<file path="src/rtl/cla_pipe_addsub.sv">
// Pipelined carry-lookahead adder/subtractor: one GROUP-bit lookahead group is resolved per stage,
// behind an input operand register, with a single stall enable shared by every register.
module cla_pipe_addsub #(
    parameter int unsigned WIDTH = 32,
    parameter int unsigned GROUP = 8
) (
    input  logic             clk,
    input  logic             rst,
    input  logic             in_valid,
    output logic             in_ready,
    input  logic [WIDTH-1:0] A,
    input  logic [WIDTH-1:0] B,
    input  logic             Cin,
    input  logic             SUB,
    output logic             out_valid,
    input  logic             out_ready,
    output logic [WIDTH-1:0] S,
    output logic             Cout,
    output logic             GG,
    output logic             PG,
    output logic             OVF
);
    localparam int unsigned NSTAGE = WIDTH / GROUP;

    if ((WIDTH % GROUP) != 0) begin : g_bad_width
        $error("cla_pipe_addsub: WIDTH must be a multiple of GROUP");
    end

    typedef struct packed {
        logic [GROUP-1:0] s;
        logic             co;
        logic             g;
        logic             p;
        logic             cmsb;
    } grp_t;

    // Every carry inside the group is formed directly from span generate/propagate terms.
    function automatic grp_t grp_cla(input logic [GROUP-1:0] a, input logic [GROUP-1:0] b,
                                     input logic ci);
        grp_t             r;
        logic [GROUP-1:0] g;
        logic [GROUP-1:0] p;
        logic [GROUP:0]   c;
        logic             gs;
        logic             ps;
        g    = a & b;
        p    = a ^ b;
        c    = '0;
        c[0] = ci;
        gs   = 1'b0;
        ps   = 1'b1;
        for (int i = 0; i < int'(GROUP); i++) begin
            gs = g[i];
            ps = p[i];
            for (int j = i - 1; j >= 0; j--) begin
                gs = gs | (ps & g[j]);
                ps = ps & p[j];
            end
            c[i+1] = gs | (ps & ci);
        end
        r.s    = p ^ c[GROUP-1:0];
        r.co   = c[GROUP];
        r.g    = gs;
        r.p    = ps;
        r.cmsb = c[GROUP-1];
        return r;
    endfunction

    logic             adv;
    logic             iv_q;
    logic [WIDTH-1:0] ia_q;
    logic [WIDTH-1:0] ib_q;
    logic             icin_q;
    logic             isub_q;

    logic             vld_q [NSTAGE];
    logic             vld_d [NSTAGE];
    logic [WIDTH-1:0] sum_q [NSTAGE];
    logic [WIDTH-1:0] sum_d [NSTAGE];
    logic [WIDTH-1:0] a_q   [NSTAGE];
    logic [WIDTH-1:0] a_d   [NSTAGE];
    logic [WIDTH-1:0] b_q   [NSTAGE];
    logic [WIDTH-1:0] b_d   [NSTAGE];
    logic             c_q   [NSTAGE];
    logic             c_d   [NSTAGE];
    logic             g_q   [NSTAGE];
    logic             g_d   [NSTAGE];
    logic             p_q   [NSTAGE];
    logic             p_d   [NSTAGE];
    logic             ovf_q [NSTAGE];
    logic             ovf_d [NSTAGE];

    assign out_valid = vld_q[NSTAGE-1];
    assign adv       = out_ready | ~out_valid;
    assign in_ready  = adv;
    assign S         = sum_q[NSTAGE-1];
    assign Cout      = c_q[NSTAGE-1];
    assign GG        = g_q[NSTAGE-1];
    assign PG        = p_q[NSTAGE-1];
    assign OVF       = ovf_q[NSTAGE-1];

    always_comb begin
        logic [WIDTH-1:0] sa;
        logic [WIDTH-1:0] sb;
        logic [WIDTH-1:0] ss;
        logic             sv;
        logic             sc;
        logic             sg;
        logic             sp;
        int               kp;
        grp_t             r;
        sa = '0;
        sb = '0;
        ss = '0;
        sv = 1'b0;
        sc = 1'b0;
        sg = 1'b0;
        sp = 1'b1;
        kp = 0;
        r  = '0;
        for (int k = 0; k < int'(NSTAGE); k++) begin
            kp = (k == 0) ? 0 : k - 1;
            if (k == 0) begin
                // SUB is consumed here; later stages only see the already inverted operand.
                sa = ia_q;
                sb = isub_q ? ~ib_q : ib_q;
                ss = '0;
                sv = iv_q;
                sc = isub_q | icin_q;
                sg = 1'b0;
                sp = 1'b1;
            end else begin
                sa = a_q[kp];
                sb = b_q[kp];
                ss = sum_q[kp];
                sv = vld_q[kp];
                sc = c_q[kp];
                sg = g_q[kp];
                sp = p_q[kp];
            end
            r = grp_cla(sa[k*GROUP +: GROUP], sb[k*GROUP +: GROUP], sc);
            vld_d[k] = sv;
            sum_d[k] = ss;
            sum_d[k][k*GROUP +: GROUP] = r.s;
            a_d[k]   = sa;
            b_d[k]   = sb;
            c_d[k]   = r.co;
            g_d[k]   = r.g | (r.p & sg);
            p_d[k]   = r.p & sp;
            ovf_d[k] = r.cmsb ^ r.co;
        end
    end

    always_ff @(posedge clk) begin
        if (rst) begin
            iv_q   <= 1'b0;
            ia_q   <= '0;
            ib_q   <= '0;
            icin_q <= 1'b0;
            isub_q <= 1'b0;
            for (int k = 0; k < int'(NSTAGE); k++) begin
                vld_q[k] <= 1'b0;
                sum_q[k] <= '0;
                a_q[k]   <= '0;
                b_q[k]   <= '0;
                c_q[k]   <= 1'b0;
                g_q[k]   <= 1'b0;
                p_q[k]   <= 1'b0;
                ovf_q[k] <= 1'b0;
            end
        end else if (adv) begin
            // Operands of an empty slot are zeroed so bubbles carry known data.
            iv_q   <= in_valid;
            ia_q   <= in_valid ? A : '0;
            ib_q   <= in_valid ? B : '0;
            icin_q <= in_valid & Cin;
            isub_q <= in_valid & SUB;
            for (int k = 0; k < int'(NSTAGE); k++) begin
                vld_q[k] <= vld_d[k];
                sum_q[k] <= sum_d[k];
                a_q[k]   <= a_d[k];
                b_q[k]   <= b_d[k];
                c_q[k]   <= c_d[k];
                g_q[k]   <= g_d[k];
                p_q[k]   <= p_d[k];
                ovf_q[k] <= ovf_d[k];
            end
        end
    end

endmodule

</file>
<file path="config.mk">
export PLATFORM = sky130hd
export DESIGN_NAME = cla_pipe_addsub
export DESIGN_NICKNAME = d
export VERILOG_FILES = /design/src/rtl/cla_pipe_addsub.sv
export SDC_FILE = /design/constraint.sdc
export NUM_CORES = 1
export LEC_CHECK = 0
export CAP_MARGIN = 25
export CORE_MARGIN = 2
export CORE_UTILIZATION = 50
export CTS_BUF_LIST = sky130_fd_sc_hd__clkbuf_4 sky130_fd_sc_hd__clkbuf_8
export CTS_CLUSTER_SIZE = 24
export DETAILED_ROUTE_END_ITERATION = 10
export PLACE_DENSITY_LB_ADDON = 0.3
export SLEW_MARGIN = 20
export SYNTH_ARGS = -nofsm -noshare
export SYNTH_HDL_FRONTEND = slang
export SYNTH_SLANG_ARGS = --single-unit
</file>
<file path="constraint.sdc">
create_clock -name clk -period 10.2 [get_ports clk]
set_input_delay 2.04 -clock clk [delete_from_list [all_inputs] [get_ports clk]]
set_output_delay 2.04 -clock clk [all_outputs]
set_load 0.02 [all_outputs]
</file>
# [After elaboration in Yosys (flattened, before gate mapping)]
# Memory sizes are Yosys's and may differ from the RTL's.
# Cells that the tools add are included.
[totals] regBits=67 latchBits=0 ram_bits=404 rom_bits=0 memories=8
[memory_table] memory="a_q" words=4 width=32 read_ports=3 rd_clocked_by_memory_dff=0 wr=4 line_no="80" rtl="logic [WIDTH-1:0] a_q [NSTAGE];"
[memory_table] memory="b_q" words=4 width=32 read_ports=3 rd_clocked_by_memory_dff=0 wr=4 line_no="82" rtl="logic [WIDTH-1:0] b_q [NSTAGE];"
[memory_table] memory="sum_q" words=4 width=32 read_ports=4 rd_clocked_by_memory_dff=0 wr=4 line_no="78" rtl="logic [WIDTH-1:0] sum_q [NSTAGE];"
[memory_table] memory="c_q" words=4 width=1 read_ports=4 rd_clocked_by_memory_dff=0 wr=4 line_no="84" rtl="logic c_q [NSTAGE];"
[memory_table] memory="g_q" words=4 width=1 read_ports=4 rd_clocked_by_memory_dff=0 wr=4 line_no="86" rtl="logic g_q [NSTAGE];"
[memory_table] memory="ovf_q" words=4 width=1 read_ports=1 rd_clocked_by_memory_dff=0 wr=4 line_no="90" rtl="logic ovf_q [NSTAGE];"
[memory_table] memory="2 more memories"
[op_classes] addsub=0 mul=0 n_div=0 magnitude_cmp=0 eq_ne=0 shift=0 mux=40 n_bitwise=463 n_reduce_logical=0
[op_table] operator="$mux 32" n=15
[op_table] operator="$and 1x1->1" n=264
[op_table] operator="$or 1x1->1" n=181
[op_table] operator="$xor 8x8->8" n=8
[op_table] operator="$and 8x8->8" n=4
[op_table] operator="$not 32->32" n=1
[op_table] operator="$mux 1" n=25
[op_table] operator="$xor 1x1->1" n=4
[op_table] operator="$not 1->1" n=1

# [Longest topological paths before layout]
# Gate-level depths: netlist of the first run.
[depth] word_depth=14 mapped_depth=9 mapped_depth_nobuf=7

# [Worst setup path before layout of the first run]
# OpenSTA, ideal clock, no wires.
[synth_path] kind="input-to-reg" start="in out_ready" end="mem a_q[0][10], enable pin" arrival_ns=6.202 slack_ns=3.454 path_stages=4 path_buffers=1 cell_sequence="nand2b_4 > nor2_1 > clkbuf_1 > inv_1"
[synth_rtl] element="start: declaration" line_no="16" rtl="input logic out_ready,"
[synth_rtl] element="end: declaration" line_no="80"

# [Worst setup path in the final report of the first run]
[layout_path] start="in out_ready" end="out in_ready"
[layout_via] elab_chain_len=1
[layout_lines] element="$or 1x1->1" line_no="94" rtl="assign adv = out_ready | ~out_valid;"
[layout_lines] element="end: declaration" line_no="10" rtl="output logic in_ready,"
# Every way passes these cells.

==> results of run 1 <==
-- kinds of logic (layout without fill, tap and decap cells) --
group	Yosys count	count (layout)	synth area share, %
mux	2	2	0.1870
compound gates	145	145	10.38
buf+inv	52	200	1.975
fa+ha+maj	36	36	4.488
simple gates	238	238	12.38
flops	260	260	66.67
xor+xnor	48	48	3.927
-- worst min-delay path by stage --
| stage | startpoint | end | slack [ns] | cells past startpoint |
|---|---|---|---|---|
| 2_1_floorplan | iv_q$_SDFFE_PP0N_ | iv_q$_SDFFE_PP0N_ | 0.42 | 1 |
| 3_3_place_gp | iv_q$_SDFFE_PP0N_ | iv_q$_SDFFE_PP0N_ | 0.43 | 1 |
| 3_5_place_dp | iv_q$_SDFFE_PP0N_ | iv_q$_SDFFE_PP0N_ | 0.44 | 1 |
| 4_1_cts | iv_q$_SDFFE_PP0N_ | iv_q$_SDFFE_PP0N_ | 0.45 | 1 |
| 5_1_grt | iv_q$_SDFFE_PP0N_ | iv_q$_SDFFE_PP0N_ | 0.47 | 1 |
| 6_report | iv_q$_SDFFE_PP0N_ | iv_q$_SDFFE_PP0N_ | 0.44 | 1 |
-- registers in the layout, summed over array words and instances (netlist names) --
signal  cells
a_q        48
b_q        48
c_q         4
g_q         4
ia_q       32
ib_q       32
icin_q      1
isub_q      1
iv_q        1
ovf_q       1
p_q         4
sum_q      80
vld_q       4
-- metal layers --
| layer | GRT usage (%) | up-vias |
|---|---|---|
| li1 | - | 3087 |
| met1 | 20.73 | 2843 |
| met2 | 25.93 | 121 |
| met3 | 4.061 | 37 |
| met4 | 5.047 | 2 |
| met5 | 0 | - |
-- area by class of cell --
cell class,count,area share [%]
clock buffer,66,6.064
clock inverter,9,0.3293
inverter,10,0.3293
multi-input combinational,469,26.13
sequential,260,55.26
tap,275,2.664
timing repair buffer,115,9.221
-- critical path, cell delays in order --
cell and delay [ns]:
sky130_fd_sc_hd__clkdlybuf4s50_1 0.46, sky130_fd_sc_hd__nand2b_4 0.15, sky130_fd_sc_hd__clkdlybuf4s50_1 0.61
-- synthesized netlist by cell type, types with 11 or more instances --
| cell | instances |
|---|---|
| sky130_fd_sc_hd__a22o_1 | 65 |
| sky130_fd_sc_hd__a21oi_1 | 23 |
| sky130_fd_sc_hd__ha_1 | 32 |
| sky130_fd_sc_hd__edfxtp_1 | 193 |
| sky130_fd_sc_hd__o21ai_0 | 12 |
| sky130_fd_sc_hd__dfxtp_1 | 67 |
| sky130_fd_sc_hd__xor2_1 | 12 |
| sky130_fd_sc_hd__xnor2_1 | 36 |
| sky130_fd_sc_hd__nor2_1 | 53 |
| sky130_fd_sc_hd__clkbuf_1 | 30 |
| sky130_fd_sc_hd__and2_1 | 128 |
| sky130_fd_sc_hd__a21o_1 | 11 |
| sky130_fd_sc_hd__nor3_1 | 13 |
-- power by group through the flow --
stage | logic, W | registers, W | clock network [W]
2_1_floorplan | 0.0000747 | 0.00121 | 0
3_3_place_gp | 0.000127 | 0.00121 | 0
3_5_place_dp | 0.000129 | 0.00121 | 0
4_1_cts | 0.000130 | 0.00119 | 0.000888
5_1_grt | 0.000147 | 0.00119 | 0.000935
6_report | 0.000132 | 0.00119 | 0.000862
-- through the flow --
step	utilization [%]	setup WS, ns	cell area (µm²)
final	61.45	4.902	12920
after global routing	61.45	4.852	12920
after CTS	61.06	4.892	12830
after detailed placement	57.13	4.897	12010
after global placement	57.13	4.905	12010
after floorplan	-	3.454	10710
==> impl_summary.md, run 1 <==
Global routing
The number of global-route vias before repair is 6018. Global routing finished with a remaining overflow of 0. Across every metal layer, demand over resource in global routing totals 15.83%. Entering global routing, the biggest net connects 137 pins. The initial antenna violation count is 1. The global-route wire length before repair is 28570 µm.

Power
The clock network burns 39.5% of the power. Across the VDD grid, the largest voltage drop is 0.07875 mV. For this design the ratio of total power to cell area is 169.1 nW/µm². The net switching share of the total power is 20.79%. Summed over all cells, the static leakage comes to 5.395 nW.

Total power for the finished layout comes to 0.002184 W. The sequential share of power is 54.5%. The net load switching power is 0.0004541 W. The combinational group share of total power is 6.0%. Internal power comes to 0.001730 W.

Clock tree
For this design, the sink count on the clock tree is 260. The master cell of the clock root buffer is sky130_fd_sc_hd__clkbuf_8. The TritonCTS clock tree is done.

The number of gates resized after cts is 0. The clock reaches the later pin of the worst-skew pair after 0.53 ns. The clock passes through at most 3 buffers.

The H-tree depth is 2. Buffers added to address setup during post-CTS repair amount to 0. Clock-pin slew was measured on the worst setup and hold paths at 0.06 ns. Clock tree synthesis inserted a total of 41 buffers.

After clock tree synthesis, the flow added hold-fix buffers numbering 0.

Floorplanning
The die covers 22600 µm². The initial utilization of the core area, before any placement, comes to 50.93%. In this run the vertical extent of the chip is 150.3 µm.

After floorplanning, the core was sized to cover 21020 µm². The die is 150.3 µm wide. Pin placement for this block handled 108 I/O pins.

The placement row count is 53.

Yosys
When the netlist entered floorplanning its net count stood at 887. Of the synthesized area, sequential elements account for 66.67%. The count of synthesis-stage warnings from yosys is 0. In the synthesized netlist the dominant register cell turns out to be sky130_fd_sc_hd__edfxtp_1. The post-synthesis async set-or-reset flop share is 0%. The number of synthesized flops with an enable pin is 193. After synthesis, the cell types taking the most area are sky130_fd_sc_hd__edfxtp_1 (54%), sky130_fd_sc_hd__dfxtp_1 (13%), sky130_fd_sc_hd__and2_1 (7.5%), sky130_fd_sc_hd__a22o_1 (5.3%), sky130_fd_sc_hd__ha_1 (3.7%). The cell area that synthesis handed to floorplanning was 10710 µm².

The number of flip-flops and latches in the synthesized netlist is 260. The number of distinct library cells after synthesis is 47. The cell count after synthesis came out at 781. The synthesized design spends more area on one cell type than any other, namely sky130_fd_sc_hd__edfxtp_1.

After synthesis, the largest area contributor takes up 54.14% of total cell area. The mean post-synth cell area is 13.71 µm².

Critical path
The startpoint type of the worst setup path is an input pin. The worst register-to-register path begins at vld_q[0][3]$_DFFE_PP_. The slack of the worst reg-to-reg path is 7.16 ns.

The peak fanout along the critical path is 4. By startpoint and endpoint, the worst setup path is classified as in2out. The endpoint arrival time on the critical path is 3.26 ns. STA classifies the critical path endpoint as a primary output.

The worst setup path endpoint is in_ready. STA puts the critical path data required time at 8.16 ns. The endpoint identified for the worst register-to-register timing path is sum_q[0][123]$_SDFFCE_PN0P_.

The critical path startpoint is out_ready. Counting cells, the worst reg-to-reg path comes to 6.

Drt
After detailed routing, the number of vias per cell comes to 5.058. Detailed routing placed a total of 901 µm of wire on met3. The detailed-route via count is 6090. For this block, the initial DRC count from the detailed router was 361.

The routed design has 17250 µm of wire. The DRC violations left is 0. After detailed routing, the average wire length per cell comes to 14.33 µm. The remaining antenna violation count after routing is 0. The first-pass iteration count of the detailed router is 6. The wire length on met2 is 8282 µm. The detailed-route wire length on metal 1 is 7668 µm. Signal routing reaches up to met5.

Final layout
In the layout the commonest cells are sky130_fd_sc_hd__edfxtp_1 (193), sky130_fd_sc_hd__and2_1 (127), sky130_fd_sc_hd__clkdlybuf4s50_1 (107). After filler insertion, the fill cell instance count of the layout stands at 1631. After the last flow step, the layout net total stands at 1003. In the final layout, the multi-input gates occupy 3376 µm². The fraction of final layout cells sized beyond drive strength 1 is 9.688%.

The synthesis-to-finish area growth is 20.66%. The finished layout holds 1204 standard cells, fillers aside. The library cell used most frequently in the layout, excluding fill and tap cells, is sky130_fd_sc_hd__edfxtp_1. The number of antenna diodes in the final layout is 0. The sequential cell area in the final layout is 7138 µm².

Timing
Of the available clock period, the critical path in the final layout requires 51.94%. Setup violations remaining at the end of the flow were counted as 0. Setup repair after global routing left no endpoint under its margin. The number of pins exceeding their max-slew limit in the final report is 0. In this run the tightest slew margin relative to its limit is 40.21%. The number of hold-slack violations in the final timing report is 0. The worst clock skew is 0.02563 ns. Based on the critical path, the design can be clocked at up to 0.1887 GHz. The slew of the pin with the lowest slew margin is 0.8968 ns. Subtracting the final worst setup slack from the clock period gives 5.298 ns. The tightest hold margin is 0.4440 ns. The total negative slack is 0 ns.

Placement
Summed over all nets, the half-perimeter wirelength after detailed placement is 10480 µm. The number of port buffers is 107. In this run, placement finished with an instance count of 1126.

The placer congestion estimate is 0.7644.

Hold path
The class of the tightest hold or removal check is reg2reg.

Run status
The flow ran to the end, and the final reports show no timing, DRC or antenna violations.

Run
Max-cap violations in this run came to 0.
Note: power is estimated with default switching activity, not from simulation.
==> inputs of run 2 (changes only) <==
==> constraint.sdc (replaced) <==
create_clock -name clk -period 5.2 [get_ports clk]
set_input_delay 1.04 -clock clk [delete_from_list [all_inputs] [get_ports clk]]
set_output_delay 1.04 -clock clk [all_outputs]
set_load 0.02 [all_outputs]
==> run 2 against run 1 <==
  * Worst setup slack got worse by 3.0 ns
  * Via count about the same
  * Cell count fell by 0.42%
  * Critical endpoint unchanged
  * Clock skew hardly changed
  * Clock power increased by 95%
  * Clock-buffer cell count rose by 1
  * Design area is 0.39% lower
==> impl_summary.md, run 2 (synthesis results as in run 1) <==
Drt
The number of vias per cell after detailed routing is 5.075 (+0.33%). The DRC violations left is 0 (unchanged). The routed wire length per instance is 14.18 µm (-1.0%). The wire length reported by the detailed router was 17000 µm (-1.4%).

The first-pass iteration count of the detailed router is 5 (-1). The detailed-route via count is 6085 (-0.082%). The remaining antenna violation count after routing is 0 (unchanged).

The number of DRC violations after detailed-routing iteration 0 came to 368 (+1.9%).

Final layout
The area of the multi-input gates is 3376 µm² (unchanged). The synthesis-to-finish area growth is 20.20%. The top cell types in the final layout, fill and taps aside, are sky130_fd_sc_hd__edfxtp_1 (193), sky130_fd_sc_hd__and2_1 (127), sky130_fd_sc_hd__clkdlybuf4s50_1 (107). The count of inserted antenna diode cells is 0 (unchanged). The fraction of final layout cells sized beyond drive strength 1 is 9.740% (+0.052 points).

The most common cell after layout, fill and taps aside is sky130_fd_sc_hd__edfxtp_1. The register containing the most flip-flops in the final layout is sum_q. The layout net count is 1001 (-0.20%). The number of cells in the finished layout apart from fillers is 1199 (-0.42%). The sequential cell area in the final layout was 7138 µm² (unchanged). The number of flip-flops in the largest register came to 80 (unchanged). The number of inserted filler cells in the final layout came to 1630 (-0.061%). In the final layout, the registers with the most flip-flops are sum_q x80, a_q x48, b_q x48.

Power
The cell leakage power is 5.381 nW (-0.26%). The total power of the final layout is 0.004272 W (+96%). The highest ir drop seen on vdd is 0.1605 mV (+100%).

The total power divided by cell area is 332.0 nW/µm² (+96%).

Placement
The number of placed instances with taps included is 1127 (+0.089%). The setup slack after placement is 1.902 ns (-2.995 ns). The placed wire-length estimate is 10570 µm (+0.81%).

The placer congestion estimate is 0.8187 (+7.1%). The number of port buffers came to 107 (unchanged).

Clock tree
The number of gates resized after cts is 0 (unchanged). The TritonCTS clock tree is done. The CTS clock-pin slew for the worst setup and hold paths came to 0.06 ns (about the same).

The master cell of the clock root buffer is sky130_fd_sc_hd__clkbuf_8. The hold-fix buffer count after cts is 0 (unchanged). The maximum buffer depth of the clock tree is 3 (unchanged). The H-tree depth is 2 (unchanged). The buffer count from post-CTS setup fixing came to 0 (unchanged). The CTS buffer count is 40 (-2.4%). The total number of clock tree sinks is 260 (unchanged).

The source-to-sink clock delay at the later pin of the worst-skew pair is 0.53 ns (about the same).

Timing
The tightest hold margin came to 0.4499 ns (+0.005901 ns). The achievable frequency is 0.3035 GHz. The relative slew slack was 47.37% (+7.2 points).

The final setup slack of the worst path is 1.905 ns (-2.996 ns). The number of setup violations in the final report is 0 (unchanged). The worst path needs 3.295 ns of the cycle, external delays included. The number of hold-slack violations in the final timing report is 0 (unchanged).

The number of pins exceeding their max-slew limit in the final report was 0 (unchanged). The worst clock skew is 0.02587 ns (+0.0002430 ns). The part of the cycle the worst path needs is 63.36%. The slew of the pin with the lowest slew margin was 0.7894 ns (-0.1074 ns). Setup repair after global routing left no endpoint under its margin. The total negative slack is 0 ns (unchanged).

Critical path
The endpoint arrival time on the critical path was 2.25 ns (-1.01 ns). The category of the most critical setup path is in2out. Traced cell by cell, the critical path runs through clkdlybuf4s50_1 > nand2b_4 > clkdlybuf4s50_1.

In this design, the largest share of critical-path delay is due to buffers and inverters. The peak fanout along the critical path is 4 (unchanged). The data required time at the worst endpoint came to 4.16 ns (-4.00 ns).

The type of element capturing the critical path is a primary output. The startpoint type of the worst setup path is an input pin. The slowest stage of the critical path belongs to the cell sky130_fd_sc_hd__clkdlybuf4s50_1. The dominant cell type by count on the critical path is sky130_fd_sc_hd__clkdlybuf4s50_1. The sum of buffers and inverters on the critical path is 2 (unchanged). The largest stage delay on the critical path is 0.62 ns (about the same).

Floorplanning
The overall die area came to 22600 µm² (unchanged). The placeable core region is 21020 µm² (unchanged). The placement row count is 53 (unchanged).

The starting density of the core is 50.93% (unchanged). The floorplan die width is 150.3 µm (unchanged). The number of I/O pins came to 108 (unchanged). The die height is 150.3 µm (unchanged).

Global routing
The global routing usage summed across all routing layers was 15.60% (-0.22 points). The global-route wire length before repair was 28000 µm (-2.0%). The initial antenna violation count is 0 (-1).

The pin count of the biggest net entering global routing is 136 (-0.73%). The number of global-route vias before repair is 5875 (-2.4%). The remaining global-route overflow is 0 (unchanged).

Run
The count of max-cap constraint violations came to 0 (unchanged).

Run status
The run finished with clean final reports.

Hold path
The class of the tightest hold or removal check is reg2reg.
run 2: cell count changes in the layout (fill, tap and decap cells not counted), sizes merged:
| cell | delta |
|---|---|
| inv | -1 |
| clkinv | -3 |
| buf | -1 |
| clkbuf | +1 |
| clkinvlp | -1 |
run 2: final cells by class:
type                    count  share of cell area, %
multi-input cells         469                  26.24
clock buffers              67                  6.194
repair buffers            114                  8.956
clock inverters             4                 0.1459
inverters                  10                 0.3209
flip-flops and latches    260                  55.47
well taps                 275                  2.674
run 2: worst paths after layout:
path	start	endpoint	slack (ns)	depth (start not counted)
max	out_ready	in_ready	1.91	3
max reg2reg	isub_q$_SDFFE_PP0N_	sum_q[0][6]$_SDFFCE_PN0P_	2.56	8
min	iv_q$_SDFFE_PP0N_	iv_q$_SDFFE_PP0N_	0.45	1
min reg2reg	iv_q$_SDFFE_PP0N_	iv_q$_SDFFE_PP0N_	0.45	1
run 2: layer usage:
layer	wire length, µm	global-route usage [%]	vias to the layer above
met4	425	6.226	0
met1	7554	20.52	2836
met3	971	4.152	32
met2	8049	24.77	147
met5	0	0	-
li1	-	-	3070
run 2: metrics by stage:
stage                     cell area [µm²]  utilization [%]
final                               12870            61.21
after global routing                12870            61.21
after CTS                           12840            61.10
after detailed placement            12030            57.22
after global placement              12030            57.22
after floorplan                     10710                -
run 2: where the power goes:
| group | total [W] | switching, W | internal, W |
|---|---|---|---|
| Sequential | 0.00233 | 0.0000314 | 0.00230 |
| Clock | 0.00168 | 0.000721 | 0.000961 |
| Combinational | 0.000256 | 0.000120 | 0.000136 |
==> inputs of run 3 (changes only) <==
==> constraint.sdc (replaced) <==
create_clock -name clk -period 2.6 [get_ports clk]
set_input_delay 0.52 -clock clk [delete_from_list [all_inputs] [get_ports clk]]
set_output_delay 0.52 -clock clk [all_outputs]
set_load 0.02 [all_outputs]
==> run 3 against run 2 <==
  * Total power increased by 100%
  * First-iteration DRC count decreased by 24%
  * Design area increased by 0.92%
  * Global-route usage increased by 0.13 points
  * Worst setup slack got worse by 1.6 ns
  * Register-to-register slack got worse by 2.2 ns
  * Critical endpoint unchanged
  * Highest routed layer unchanged
==> impl_summary.md, run 3 (synthesis results as in run 1) <==
Timing
The number of pins exceeding their max-slew limit in the final report is 0 (unchanged). The minimum period implied by the final worst setup slack is 2.334 ns. The number of hold-slack violations in the final timing report was 0 (unchanged). The worst clock skew was 0.01774 ns (-0.008130 ns). The total negative slack was 0 ns (unchanged). The final critical path takes up 89.77% of the cycle. Setup repair after global routing left no endpoint under its margin. The relative slew slack came to 70.19% (+23 points). The slew of the pin with the lowest slew margin is 0.4471 ns (-0.3423 ns).

The number of setup violations in the final report was 0 (unchanged). Derived from the worst setup path, the maximum achievable clock frequency is 0.4284 GHz.

Hold path
The number of cells traversed by the worst hold path is 1 (unchanged). In this run the most critical hold path is launched from iv_q$_SDFFE_PP0N_. The endpoint with the worst hold slack is iv_q$_SDFFE_PP0N_.

The class of the tightest hold or removal check is reg2reg.

Clock tree
The buffer count from post-CTS setup fixing is 0 (unchanged). The TritonCTS clock tree is done. The H-tree depth came to 2 (unchanged). The maximum buffer depth of the clock tree came to 3 (unchanged). The total number of clock tree sinks is 260 (unchanged). The source-to-sink clock delay at the later pin of the worst-skew pair was 0.52 ns (about the same). The master cell of the clock root buffer is sky130_fd_sc_hd__clkbuf_8. The CTS clock-pin slew for the worst setup and hold paths is 0.06 ns (about the same). The CTS buffer count is 40 (unchanged).

Power
The cell leakage power is 5.431 nW (+0.93%). The highest ir drop seen on vdd is 0.4104 mV (+160%). The total power of the final layout is 0.008584 W (+100%).

The total power divided by cell area was 661.0 nW/µm² (+99%).

Final layout
In the final layout, the registers with the most flip-flops are sum_q x80, a_q x48, b_q x48. The layout net count was 1006 (+0.50%). The most common cell after layout, fill and taps aside is sky130_fd_sc_hd__edfxtp_1.

The synthesis-to-finish area growth is 21.31%. sum_q holds more flip-flops than any other register. The final core area utilization came to 61.78% (+0.57 points). The fraction of final layout cells sized beyond drive strength 1 is 10.30% (+0.56 points). The top cell types in the final layout, fill and taps aside, are sky130_fd_sc_hd__edfxtp_1 (193), sky130_fd_sc_hd__and2_1 (127), sky130_fd_sc_hd__clkdlybuf4s50_1 (107). The number of flip-flops in the largest register is 80 (unchanged).

Critical path
The critical path's slowest cell is sky130_fd_sc_hd__clkdlybuf4s50_1. The worst setup path is launched from a register. The worst register-to-register path begins at a_q[0][88]$_SDFFCE_PN0P_. The peak fanout along the critical path is 4 (unchanged). The logic depth of the worst register-to-register path is 6 (-2). The worst setup path is of the reg2out kind. The endpoint arrival time on the critical path came to 1.81 ns (-0.44 ns).

The slack of the worst reg-to-reg path is 0.34 ns (-2.22 ns). The worst setup path is captured at a primary output. The data required time at the worst endpoint was 2.08 ns (-2.08 ns).

The critical path goes through nand2b_4 > clkdlybuf4s50_1. The worst register-to-register path ends at sum_q[0][126]$_SDFFCE_PN0P_. The largest stage delay on the critical path is 0.61 ns (about the same).

Drt
The DRC violations left is 0 (unchanged). The routed wire length per instance is 14.24 µm (+0.39%). The number of DRC violations after detailed-routing iteration 0 was 279 (-24%). The number of vias per cell after detailed routing is 5.013 (-1.2%). The wire length reported by the detailed router is 17200 µm (+1.1%). The detailed-route via count is 6056 (-0.48%). The remaining antenna violation count after routing was 0 (unchanged).

The first-pass iteration count of the detailed router came to 4 (-1).

Run
The count of max-cap constraint violations is 0 (unchanged).

Global routing
The global-route wire length before repair was 28280 µm (+1.0%). The number of global-route vias before repair is 5939 (+1.1%). The remaining global-route overflow is 0 (unchanged). The initial antenna violation count was 1 (+1). The global routing usage summed across all routing layers was 15.73% (+0.13 points).

The pin count of the biggest net entering global routing is 78 (-43%).

Floorplanning
The floorplan die width is 150.3 µm (unchanged). The placeable core region is 21020 µm² (unchanged). The die height is 150.3 µm (unchanged). The number of I/O pins is 108 (unchanged). The starting density of the core came to 50.93% (unchanged).

The placement row count is 53 (unchanged). The overall die area was 22600 µm² (unchanged).

Run status
The flow ran to the end, and the final reports show no timing, DRC or antenna violations.

Placement
The number of port buffers is 107 (unchanged). The placed wire-length estimate came to 11170 µm (+5.7%). The placer congestion estimate was 0.7898 (-3.5%).
[run 3: changes by cell type in the layout (fill, tap and decap cells not counted), moves of 2 or more]
cell / before / now
sky130_fd_sc_hd__clkinvlp_4: 1 / 3
sky130_fd_sc_hd__clkbuf_4: 20 / 17
sky130_fd_sc_hd__clkinv_1: 1 / 3
sky130_fd_sc_hd__buf_12: 2 / 7
[run 3: per-layer routing]
| layer | track usage [%] | wire [µm] | vias up | share of wire (%) |
|---|---|---|---|---|
| li1 | - | - | 3090 | - |
| met3 | 3.424 | 784 | 30 | 4.6 |
| met5 | 0 | 0 | - | 0 |
| met1 | 20.33 | 7735 | 2819 | 45 |
| met2 | 25.98 | 8324 | 117 | 48 |
| met4 | 6.226 | 352 | 0 | 2.0 |
[run 3: repair_timing]
item / 4_1_cts / 5_1_grt
hold buffers: 0 / 0
resized for setup: 0 / 1
endpoints found under the setup margin: 0 / 1
[run 3: how the worst max path moves through the flow]
| stage | startpoint | endpoint |
|---|---|---|
| after floorplan | out_ready | a_q[0][10]$_SDFFCE_PN0P_ |
| after global placement | a_q[0][88]$_SDFFCE_PN0P_ | sum_q[0][126]$_SDFFCE_PN0P_ |
| after detailed placement | a_q[0][88]$_SDFFCE_PN0P_ | sum_q[0][126]$_SDFFCE_PN0P_ |
| after CTS | vld_q[0][3]$_DFFE_PP_ | in_ready |
| after global routing | a_q[0][88]$_SDFFCE_PN0P_ | sum_q[0][126]$_SDFFCE_PN0P_ |
| final | vld_q[0][3]$_DFFE_PP_ | in_ready |
[run 3: area by class of cell]
class                      count  area, µm²
clock inverter                 9      46.29
inverter                      10      41.29
tap                          275      344.1
fill                        1624       8035
sequential                   260       7138
multi-input combinational    469       3377
timing repair buffer         119       1249
antenna                        1      2.502
clock buffer                  65      788.3
[run 3: power breakdown]
group	internal [W]	leakage, nW	switching [W]
sequential	0.00460	2.90	0.0000615
combinational	0.000282	2.09	0.000243
clock	0.00192	0.444	0.00147
total	0.00681	5.43	0.00178
[run 3: through the flow]
step                      hold WS [ns]  instance area [µm²]  worst slack, ns  instances
after CTS                       0.4504                12980           0.2312       1207
after detailed placement        0.4366                12150           0.2811       1133
final                           0.4458                12990           0.2660       1208
after floorplan                 0.4179                10730           -1.643        781
after global placement          0.4243                12150           0.3376       1133
after global routing            0.4853                12980          0.06467       1207
[run 3: worst max-delay path: cells and delay by family, from the launching register on]
kind	cells	cell delay, ns
buf+inv	1	0.61
simple gates	1	0.16
flops	1	0.52
